`config.mk`:
```
export PLATFORM = sky130hd
export DESIGN_NAME = fastpath_update_queue_flat
export DESIGN_NICKNAME = d
export VERILOG_FILES = /design/src/rtl/fastpath_update_queue_if.sv /design/src/rtl/fastpath_update_queue.sv /design/src/flat_wrapper.sv
export SDC_FILE = /design/constraint.sdc
export NUM_CORES = 2
export LEC_CHECK = 0
export CAP_MARGIN = 10
export CORE_MARGIN = 2
export CORE_UTILIZATION = 61
export DETAILED_ROUTE_END_ITERATION = 16
export GPL_TIMING_DRIVEN = 0
export PLACE_DENSITY = 0.86
export SETUP_SLACK_MARGIN = 0.3
export SLEW_MARGIN = 10
export SYNTH_ARGS = -nofsm -noshare
export SYNTH_HDL_FRONTEND = slang
export SYNTH_MEMORY_MAX_BITS = 65536
export SYNTH_SLANG_ARGS = --single-unit
```
`constraint.sdc`:
```
create_clock -name clk -period 27.8 [get_ports clk]
set_input_delay 5.56 -clock clk [delete_from_list [all_inputs] [get_ports clk]]
set_output_delay 5.56 -clock clk [all_outputs]
set_load 0.02 [all_outputs]
```
`src/rtl/fastpath_update_queue_if.sv`:
```
// Allocation, resolve and update/recovery signal bundle for the fastpath predictor update queue.
// master drives allocations and resolves; slave is the queue itself.
interface fastpath_update_queue_if #(
    parameter int DEPTH     = 16,
    parameter int PC_WIDTH  = 64,
    parameter int GHR_WIDTH = 32,
    parameter int IDX_WIDTH = 6,
    parameter int TAG_W     = $clog2(DEPTH)
);
    logic                           alloc_valid;
    logic                           alloc_ready;
    logic [PC_WIDTH-1:0]            alloc_pc;
    logic [GHR_WIDTH-1:0]           alloc_h;
    logic [GHR_WIDTH*IDX_WIDTH-1:0] alloc_v;
    logic                           alloc_pred;
    logic [TAG_W-1:0]               alloc_tag;
    logic                           resolve_valid;
    logic [TAG_W-1:0]               resolve_tag;
    logic                           resolve_taken;
    logic                           upd_valid;
    logic [PC_WIDTH-1:0]            upd_pc;
    logic [GHR_WIDTH-1:0]           upd_h;
    logic [GHR_WIDTH*IDX_WIDTH-1:0] upd_v;
    logic                           upd_pred;
    logic                           upd_outcome;
    logic                           mispredict;
    logic [GHR_WIDTH-1:0]           recover_h;
    logic [TAG_W:0]                 count;
    logic                           err;

    modport master (
        output alloc_valid, alloc_pc, alloc_h, alloc_v, alloc_pred,
        output resolve_valid, resolve_tag, resolve_taken,
        input  alloc_ready, alloc_tag,
        input  upd_valid, upd_pc, upd_h, upd_v, upd_pred, upd_outcome,
        input  mispredict, recover_h, count, err
    );

    modport slave (
        input  alloc_valid, alloc_pc, alloc_h, alloc_v, alloc_pred,
        input  resolve_valid, resolve_tag, resolve_taken,
        output alloc_ready, alloc_tag,
        output upd_valid, upd_pc, upd_h, upd_v, upd_pred, upd_outcome,
        output mispredict, recover_h, count, err
    );
endinterface

```
`src/rtl/fastpath_update_queue.sv`:
```
// In-order replay queue of fastpath prediction metadata; out-of-order resolve, in-order retire 2 cycles after head resolve.
// alloc_ready drops when full or on a mispredicting resolve; FASTPATH_UPQ_CHECK_EN adds sticky err and assertions.
module fastpath_update_queue #(
    parameter int DEPTH     = 16,
    parameter int PC_WIDTH  = 64,
    parameter int GHR_WIDTH = 32,
    parameter int IDX_WIDTH = 6,
    parameter int TAG_W     = $clog2(DEPTH)
) (
    input  logic                   clk,
    input  logic                   rst_n,
    fastpath_update_queue_if.slave io
);
    localparam int PW = TAG_W + 1;
    localparam int VW = GHR_WIDTH * IDX_WIDTH;

    logic [DEPTH-1:0]     r_valid;
    logic [DEPTH-1:0]     r_resolved;
    logic [DEPTH-1:0]     r_outcome;
    logic [DEPTH-1:0]     r_pred;
    logic [PC_WIDTH-1:0]  r_pc [DEPTH];
    logic [GHR_WIDTH-1:0] r_h  [DEPTH];
    logic [VW-1:0]        r_v  [DEPTH];

    logic [PW-1:0]        r_head;
    logic [PW-1:0]        r_tail;

    logic                 r_upd_valid;
    logic [PC_WIDTH-1:0]  r_upd_pc;
    logic [GHR_WIDTH-1:0] r_upd_h;
    logic [VW-1:0]        r_upd_v;
    logic                 r_upd_pred;
    logic                 r_upd_outcome;
    logic                 r_mispredict;
    logic [GHR_WIDTH-1:0] r_recover_h;

    logic [PW-1:0]        w_count;
    logic [TAG_W-1:0]     w_head_idx;
    logic [TAG_W-1:0]     w_tail_idx;
    logic                 w_res_legal;
    logic                 w_mismatch;
    logic                 w_alloc_ready;
    logic                 w_alloc_fire;
    logic                 w_retire;
    logic [TAG_W-1:0]     w_res_off;
    logic [PW-1:0]        w_res_ptr;
    logic [DEPTH-1:0]     w_flush;

    assign w_head_idx    = r_head[TAG_W-1:0];
    assign w_tail_idx    = r_tail[TAG_W-1:0];
    assign w_count       = r_tail - r_head;
    assign w_res_legal   = io.resolve_valid && r_valid[io.resolve_tag] && !r_resolved[io.resolve_tag];
    assign w_mismatch    = w_res_legal && (io.resolve_taken != r_pred[io.resolve_tag]);
    assign w_alloc_ready = (w_count != PW'(DEPTH)) && !w_mismatch;
    assign w_alloc_fire  = io.alloc_valid && w_alloc_ready;
    assign w_retire      = r_valid[w_head_idx] && r_resolved[w_head_idx];

    // Age is the distance from head; adding it back to head recovers the tag's wrap bit.
    assign w_res_off = io.resolve_tag - w_head_idx;
    assign w_res_ptr = r_head + PW'(w_res_off);

    always_comb begin
        w_flush = '0;
        for (int i = 0; i < DEPTH; i++) begin
            w_flush[i] = w_mismatch && ((TAG_W'(i) - w_head_idx) > w_res_off);
        end
    end

    always_ff @(posedge clk) begin
        if (w_alloc_fire) begin
            r_pc[w_tail_idx] <= io.alloc_pc;
            r_h[w_tail_idx]  <= io.alloc_h;
            r_v[w_tail_idx]  <= io.alloc_v;
        end
    end

    always_ff @(posedge clk or negedge rst_n) begin
        if (!rst_n) begin
            r_valid       <= '0;
            r_resolved    <= '0;
            r_outcome     <= '0;
            r_pred        <= '0;
            r_head        <= '0;
            r_tail        <= '0;
            r_upd_valid   <= 1'b0;
            r_upd_pc      <= '0;
            r_upd_h       <= '0;
            r_upd_v       <= '0;
            r_upd_pred    <= 1'b0;
            r_upd_outcome <= 1'b0;
            r_mispredict  <= 1'b0;
            r_recover_h   <= '0;
        end else begin
            r_upd_valid  <= w_retire;
            r_mispredict <= w_mismatch;

            if (w_retire) begin
                r_upd_pc      <= r_pc[w_head_idx];
                r_upd_h       <= r_h[w_head_idx];
                r_upd_v       <= r_v[w_head_idx];
                r_upd_pred    <= r_pred[w_head_idx];
                r_upd_outcome <= r_outcome[w_head_idx];
                r_head        <= r_head + 1'b1;
            end

            if (w_mismatch) begin
                r_recover_h <= {r_h[io.resolve_tag][GHR_WIDTH-2:0], io.resolve_taken};
                r_tail      <= w_res_ptr + 1'b1;
            end else if (w_alloc_fire) begin
                r_tail <= r_tail + 1'b1;
            end

            for (int i = 0; i < DEPTH; i++) begin
                if (w_alloc_fire && (TAG_W'(i) == w_tail_idx)) begin
                    r_valid[i]    <= 1'b1;
                    r_resolved[i] <= 1'b0;
                    r_pred[i]     <= io.alloc_pred;
                end
                if (w_res_legal && (TAG_W'(i) == io.resolve_tag)) begin
                    r_resolved[i] <= 1'b1;
                    r_outcome[i]  <= io.resolve_taken;
                end
                if ((w_retire && (TAG_W'(i) == w_head_idx)) || w_flush[i]) begin
                    r_valid[i] <= 1'b0;
                end
            end
        end
    end

    assign io.alloc_ready = w_alloc_ready;
    assign io.alloc_tag   = w_tail_idx;
    assign io.count       = w_count;
    assign io.upd_valid   = r_upd_valid;
    assign io.upd_pc      = r_upd_pc;
    assign io.upd_h       = r_upd_h;
    assign io.upd_v       = r_upd_v;
    assign io.upd_pred    = r_upd_pred;
    assign io.upd_outcome = r_upd_outcome;
    assign io.mispredict  = r_mispredict;
    assign io.recover_h   = r_recover_h;

`ifdef FASTPATH_UPQ_CHECK_EN
    logic r_err;
    logic w_proto_err;

    assign w_proto_err = (io.resolve_valid && !w_res_legal) || (io.alloc_valid && !w_alloc_ready);

    always_ff @(posedge clk or negedge rst_n) begin
        if (!rst_n) begin
            r_err <= 1'b0;
        end else if (w_proto_err) begin
            r_err <= 1'b1;
        end
    end

    assign io.err = r_err;

    a_illegal_resolve: assert property (@(posedge clk) disable iff (!rst_n)
        !(io.resolve_valid && !w_res_legal));
    a_alloc_overrun: assert property (@(posedge clk) disable iff (!rst_n)
        !(io.alloc_valid && !w_alloc_ready));
    a_count_range: assert property (@(posedge clk) disable iff (!rst_n)
        w_count <= PW'(DEPTH));
`else
    assign io.err = 1'b0;
`endif
endmodule

```
`src/flat_wrapper.sv`:
```
// flat-port wrapper written by rule: the top's interface ports become plain ports
module fastpath_update_queue_flat 
#(
    parameter int DEPTH     = 16,
    parameter int PC_WIDTH  = 64,
    parameter int GHR_WIDTH = 32,
    parameter int IDX_WIDTH = 6,
    parameter int TAG_W     = $clog2(DEPTH)
)
  (clk, rst_n, io_alloc_valid, io_alloc_pc, io_alloc_h, io_alloc_v, io_alloc_pred, io_resolve_valid, io_resolve_tag, io_resolve_taken, io_alloc_ready, io_alloc_tag, io_upd_valid, io_upd_pc, io_upd_h, io_upd_v, io_upd_pred, io_upd_outcome, io_mispredict, io_recover_h, io_count, io_err);
  fastpath_update_queue_if #(.DEPTH(DEPTH), .PC_WIDTH(PC_WIDTH), .GHR_WIDTH(GHR_WIDTH), .IDX_WIDTH(IDX_WIDTH), .TAG_W(TAG_W)) io_i ();
  input  logic clk;
  input  logic rst_n;
  input wire logic [$bits(io_i.alloc_valid)-1:0] io_alloc_valid;
  input wire logic [$bits(io_i.alloc_pc)-1:0] io_alloc_pc;
  input wire logic [$bits(io_i.alloc_h)-1:0] io_alloc_h;
  input wire logic [$bits(io_i.alloc_v)-1:0] io_alloc_v;
  input wire logic [$bits(io_i.alloc_pred)-1:0] io_alloc_pred;
  input wire logic [$bits(io_i.resolve_valid)-1:0] io_resolve_valid;
  input wire logic [$bits(io_i.resolve_tag)-1:0] io_resolve_tag;
  input wire logic [$bits(io_i.resolve_taken)-1:0] io_resolve_taken;
  output wire logic [$bits(io_i.alloc_ready)-1:0] io_alloc_ready;
  output wire logic [$bits(io_i.alloc_tag)-1:0] io_alloc_tag;
  output wire logic [$bits(io_i.upd_valid)-1:0] io_upd_valid;
  output wire logic [$bits(io_i.upd_pc)-1:0] io_upd_pc;
  output wire logic [$bits(io_i.upd_h)-1:0] io_upd_h;
  output wire logic [$bits(io_i.upd_v)-1:0] io_upd_v;
  output wire logic [$bits(io_i.upd_pred)-1:0] io_upd_pred;
  output wire logic [$bits(io_i.upd_outcome)-1:0] io_upd_outcome;
  output wire logic [$bits(io_i.mispredict)-1:0] io_mispredict;
  output wire logic [$bits(io_i.recover_h)-1:0] io_recover_h;
  output wire logic [$bits(io_i.count)-1:0] io_count;
  output wire logic [$bits(io_i.err)-1:0] io_err;
  assign io_i.alloc_valid = io_alloc_valid;
  assign io_i.alloc_pc = io_alloc_pc;
  assign io_i.alloc_h = io_alloc_h;
  assign io_i.alloc_v = io_alloc_v;
  assign io_i.alloc_pred = io_alloc_pred;
  assign io_i.resolve_valid = io_resolve_valid;
  assign io_i.resolve_tag = io_resolve_tag;
  assign io_i.resolve_taken = io_resolve_taken;
  assign io_alloc_ready = io_i.alloc_ready;
  assign io_alloc_tag = io_i.alloc_tag;
  assign io_upd_valid = io_i.upd_valid;
  assign io_upd_pc = io_i.upd_pc;
  assign io_upd_h = io_i.upd_h;
  assign io_upd_v = io_i.upd_v;
  assign io_upd_pred = io_i.upd_pred;
  assign io_upd_outcome = io_i.upd_outcome;
  assign io_mispredict = io_i.mispredict;
  assign io_recover_h = io_i.recover_h;
  assign io_count = io_i.count;
  assign io_err = io_i.err;
  fastpath_update_queue #(.DEPTH(DEPTH), .PC_WIDTH(PC_WIDTH), .GHR_WIDTH(GHR_WIDTH), .IDX_WIDTH(IDX_WIDTH), .TAG_W(TAG_W)) u_core (.clk(clk), .rst_n(rst_n), .io(io_i));
endmodule
```
==> results <==
- Using the TritonRoute via totals, the vias-per-cell ratio works out to ~7.4.
- The sum of routed wire length over all layers is 586000 µm.
- The analysis attributes to cell leakage a power of 71.3 nW.
- Routability-driven placement finished with a final weighted congestion of approximately 0.89.
- Setup repair after global routing left no endpoint under its margin.
- The H-tree depth reported by CTS is 5.
- In this run the vertical extent of the chip is 567 µm.
- Before CTS, the worst setup slack after placement is 13240 ps.
- The internal power component is between 15 and 20 mW.
- For this block, the initial DRC count from the detailed router was 18681.
- Dividing total power by cell area gives a power density of 109 nW/µm².
- The number of enable-type register cells in the synthesized netlist is 4608.
- Data on the critical path arrives at its endpoint at 9250 ps.
- In this run, the combinational gates consume 32.9% of the power.
- The minimum setup slack in the final design is approximately 13000 ps.
- Entering global routing, the biggest net connects 91 pins.
- Leaving out fill and tap cells, the most frequent cell in the layout is edfxtp_1.
- The tree is rooted in a clkbuf_16.
- The switching component of the power is around 7.9 mW.
- Across all layers, the routed design uses 101755 vias.
- The total congestion overflow is 0.
- The max-capacitance violation count is 0.
- The most critical setup path has its startpoint at io_resolve_tag[1].
- The part of the power in registers is 39.9%.
- The critical path is of the in -> out type.
- The data required time at the worst endpoint is 22240 ps.
- The post-route setup TNS is 0 ps.
- The worst hold path belongs to the class reg -> reg.
- The number of hold-repair buffers added at the cts stage is 0.
- The number of global-route vias before repair is 103233.
- The switching share of power is about a third.
- Pin placement for this block handled 633 I/O pins.
- The transition time at the pin with the least slew margin is 1360 ps.
- The worst pin sits at a relative slew slack of a little under a tenth.
- After filler insertion, the fill cell instance count of the layout stands at 16484.
- In the layout the commonest cells are edfxtp_1 (4608), mux4_2 (1613), clkdlybuf4s50_1 (628), clkbuf_16 (467), dfrtp_1 (398).
- The dominant synthesized flop cell is edfxtp_1.
- The number of buffers on the longest clock path is 4.
- In this run the most critical hold path is launched from u_core.io.recover_h[14]$_DFFE_PN0P_.
- TritonCTS built the clock tree.
- Timing would allow up to just under 70 MHz.
- Of the synthesized area, sequential elements account for 76.9%.
- The number of antenna violations at the first check in global routing is 137.
- In this run, CTS created clock tree buffers numbering 464.
- Clock-pin slew was measured on the worst setup and hold paths at 70 ps.
- Summing every instance area after synthesis gives 193000 µm².
- The remaining design rule violation count is 0.
- The share of post-route cells with drive strength above 1 is 30.8%.
- The number of nets in the synthesized netlist is 8171.
- The final count of hold timing violations is 0.
- The total of cells resized after clock tree synthesis is 0.
- The first global-routing pass estimated 808000 µm of wire.
- The type of origin of the critical path is an input pin.
- The core area is around 310000 µm².
- After detailed routing, the average wire length per cell comes to roughly 43 µm.
- The routed design could run at a clock period as short as 14810 ps.
- The critical path endpoint category is an output port.
- The relative area change from synthesis to final layout is 16.0%.
- The initial cell density of the core is 61.3%.
- The average cell area after synthesis is 24.7 µm².
- The clock network power share is 27.2%.
- During synthesis, Yosys emitted a total of 0 warnings.
- The die covers 321000 µm².
- The overall routing resource usage is a little over a third.
- The number of nets with antenna violations after routing is 0.
- For this run, the post-layout net count is ~9400.
- Counting every sink on the clock net gives 5006.
- The count of cell types in the netlist is 66.
- The number of placement rows is 206.
- IR analysis of the VDD net gives a maximum drop of 0.0888 mV.
- In this run the horizontal extent of the chip is between 500 and 600 µm.
- The biggest fanout along the worst timing path is 10.
- The proportion of synthesized flip-flops having asynchronous set or reset is 7.95%.
- Once the clock tree was built, the setup fixing pass inserted 0 buffers.
- The worst register-to-register path begins at u_core.r_head[1]$_DFFE_PN0P_.
- After synthesis the netlist holds a flip-flop and latch count of 5006.
- In this run the tool buffered the top-level ports with 629 buffer cells.
- In the synthesized netlist, the number of instances is between 7000 and 8000.
- The number of iterations in the first detailed-routing pass is 13.
- The number of max-slew violations in the final report came to 0.
- The clock arrives with 76.1 ps of skew.
- The final-report setup violation count is 0.
- The flow ran to the end, and the final reports show no timing, DRC or antenna violations.
- The half-perimeter wire length after placement is 314000 µm.
- Summing internal, switching and leakage power gives 24.4 mW.
- For the worst-skew pair, the clock arrives at the later sink with an insertion delay of 1030 ps.
- The share of the clock period used by the worst path after layout is 53.3%.
==> Yosys cell counts, drive strengths merged (8+ instances only) <==
cell type  count  area [µm²]
a21o          17         128
a21oi         23         115
a222oi         8        80.1
a31oi         10        68.8
and2          10        62.6
and3           9        56.3
buf          162         739
clkbuf       260         976
dfrtp        398        9960
edfxtp      4608      138000
ha            40         500
inv           51         191
maj3           8        80.1
mux2         323        3640
mux2i         13         130
mux4        1615       36400
nand2        117         442
nand3         27         135
nor2          21        78.8
o21ai         18        90.1
xnor2         18         176
==> power groups by stage <==
stage	clock network, mW	registers, mW	logic (mW)
2_1_floorplan	0	10.1	4.41
3_3_place_gp	0	10.2	7.24
3_5_place_dp	0	9.82	7.66
4_1_cts	6.65	9.73	7.93
5_1_grt	6.89	9.78	8.22
6_report	6.65	9.76	8.03
==> per-stage QoR <==
| stage | hold slack (ps) | utilization (%) | area, µm² | cells |
|---|---|---|---|---|
| floorplan | 464 | - | 193000 | 7829 |
| global placement | 461 | 64.9 | 205000 | 12618 |
| detailed placement | 463 | 65.9 | 208000 | 12736 |
| CTS | 479 | 70.9 | 223000 | 13620 |
| global route | 502 | 71.0 | 224000 | 13679 |
| finish | 477 | 71.1 | 224000 | 13729 |
==> logic make-up (layout without fill, tap and decap cells) <==
family	after synthesis	in the layout	share of synthesized area, %
xor+xnor	25	25	0.123
compound gates	112	112	0.404
buf+inv	475	2112	0.992
other cells	1	104	0.00194
mux	1951	1951	20.8
simple gates	207	207	0.480
fa+ha+maj	52	52	0.342
flops	5006	5006	76.9
==> state kept, by name (all words and copies together), names as in the netlist, 5 cells and up <==
name and cells:
u_core.r_v 3072, u_core.r_pc 1024, u_core.r_h 512, u_core.io.upd_v 192
u_core.io.upd_pc 64, u_core.io.recover_h 32, u_core.io.upd_h 32, u_core.r_outcome 16
u_core.r_pred 16, u_core.r_resolved 16, u_core.r_valid 16, u_core.r_head 5
u_core.r_tail 5
==> cell type report <==
class	count	area, µm²	area share [%]
multi-input combinational	2348	42800	19.1
buffer	422	1780	0.795
antenna	103	258	0.115
clock buffer	637	12900	5.75
timing repair buffer	753	9380	4.19
inverter	53	259	0.116
clock inverter	247	2920	1.30
sequential	5006	148000	66.3
tap	4160	5200	2.33
==> worst max-delay path, cell delays in order <==
cell             delay, ps
clkdlybuf4s50_1        530
buf_4                  190
clkinv_1               440
mux4_2                 640
mux2_4                 330
xnor2_4                170
a21boi_2               240
buf_6                  180
buf_6                  150
clkdlybuf4s50_1        790
==> metal layers <==
metal  share of wire, %  vias up  GRT usage, %
met2                 49    10359          58.3
met1                 31    52849          45.0
li1                   -    36362             -
met4                6.4       82          20.7
met3                 13     2103          10.5
met5              0.091        -             0
==> path summary, 6_finish.rpt <==
| check | cells past startpoint | slack, ps | endpoint |
|---|---|---|---|
| worst max-delay path | 10 | 12990 | io_alloc_ready |
| worst min register to register | 2 | 480 | u_core.io.recover_h[14]$_DFFE_PN0P_ |
| min in group asynchronous | 1 | 4440 | u_core.io.upd_h[18]$_DFFE_PN0P_ |
| worst min-delay path | 2 | 480 | u_core.io.recover_h[14]$_DFFE_PN0P_ |
| worst max register to register | 16 | 20190 | u_core.r_v[3][41]$_DFFE_PP_ |
| max in group asynchronous | 4 | 21580 | u_core.io.upd_v[124]$_DFFE_PN0P_ |
No activity file was read; power rests on OpenSTA's default activity.
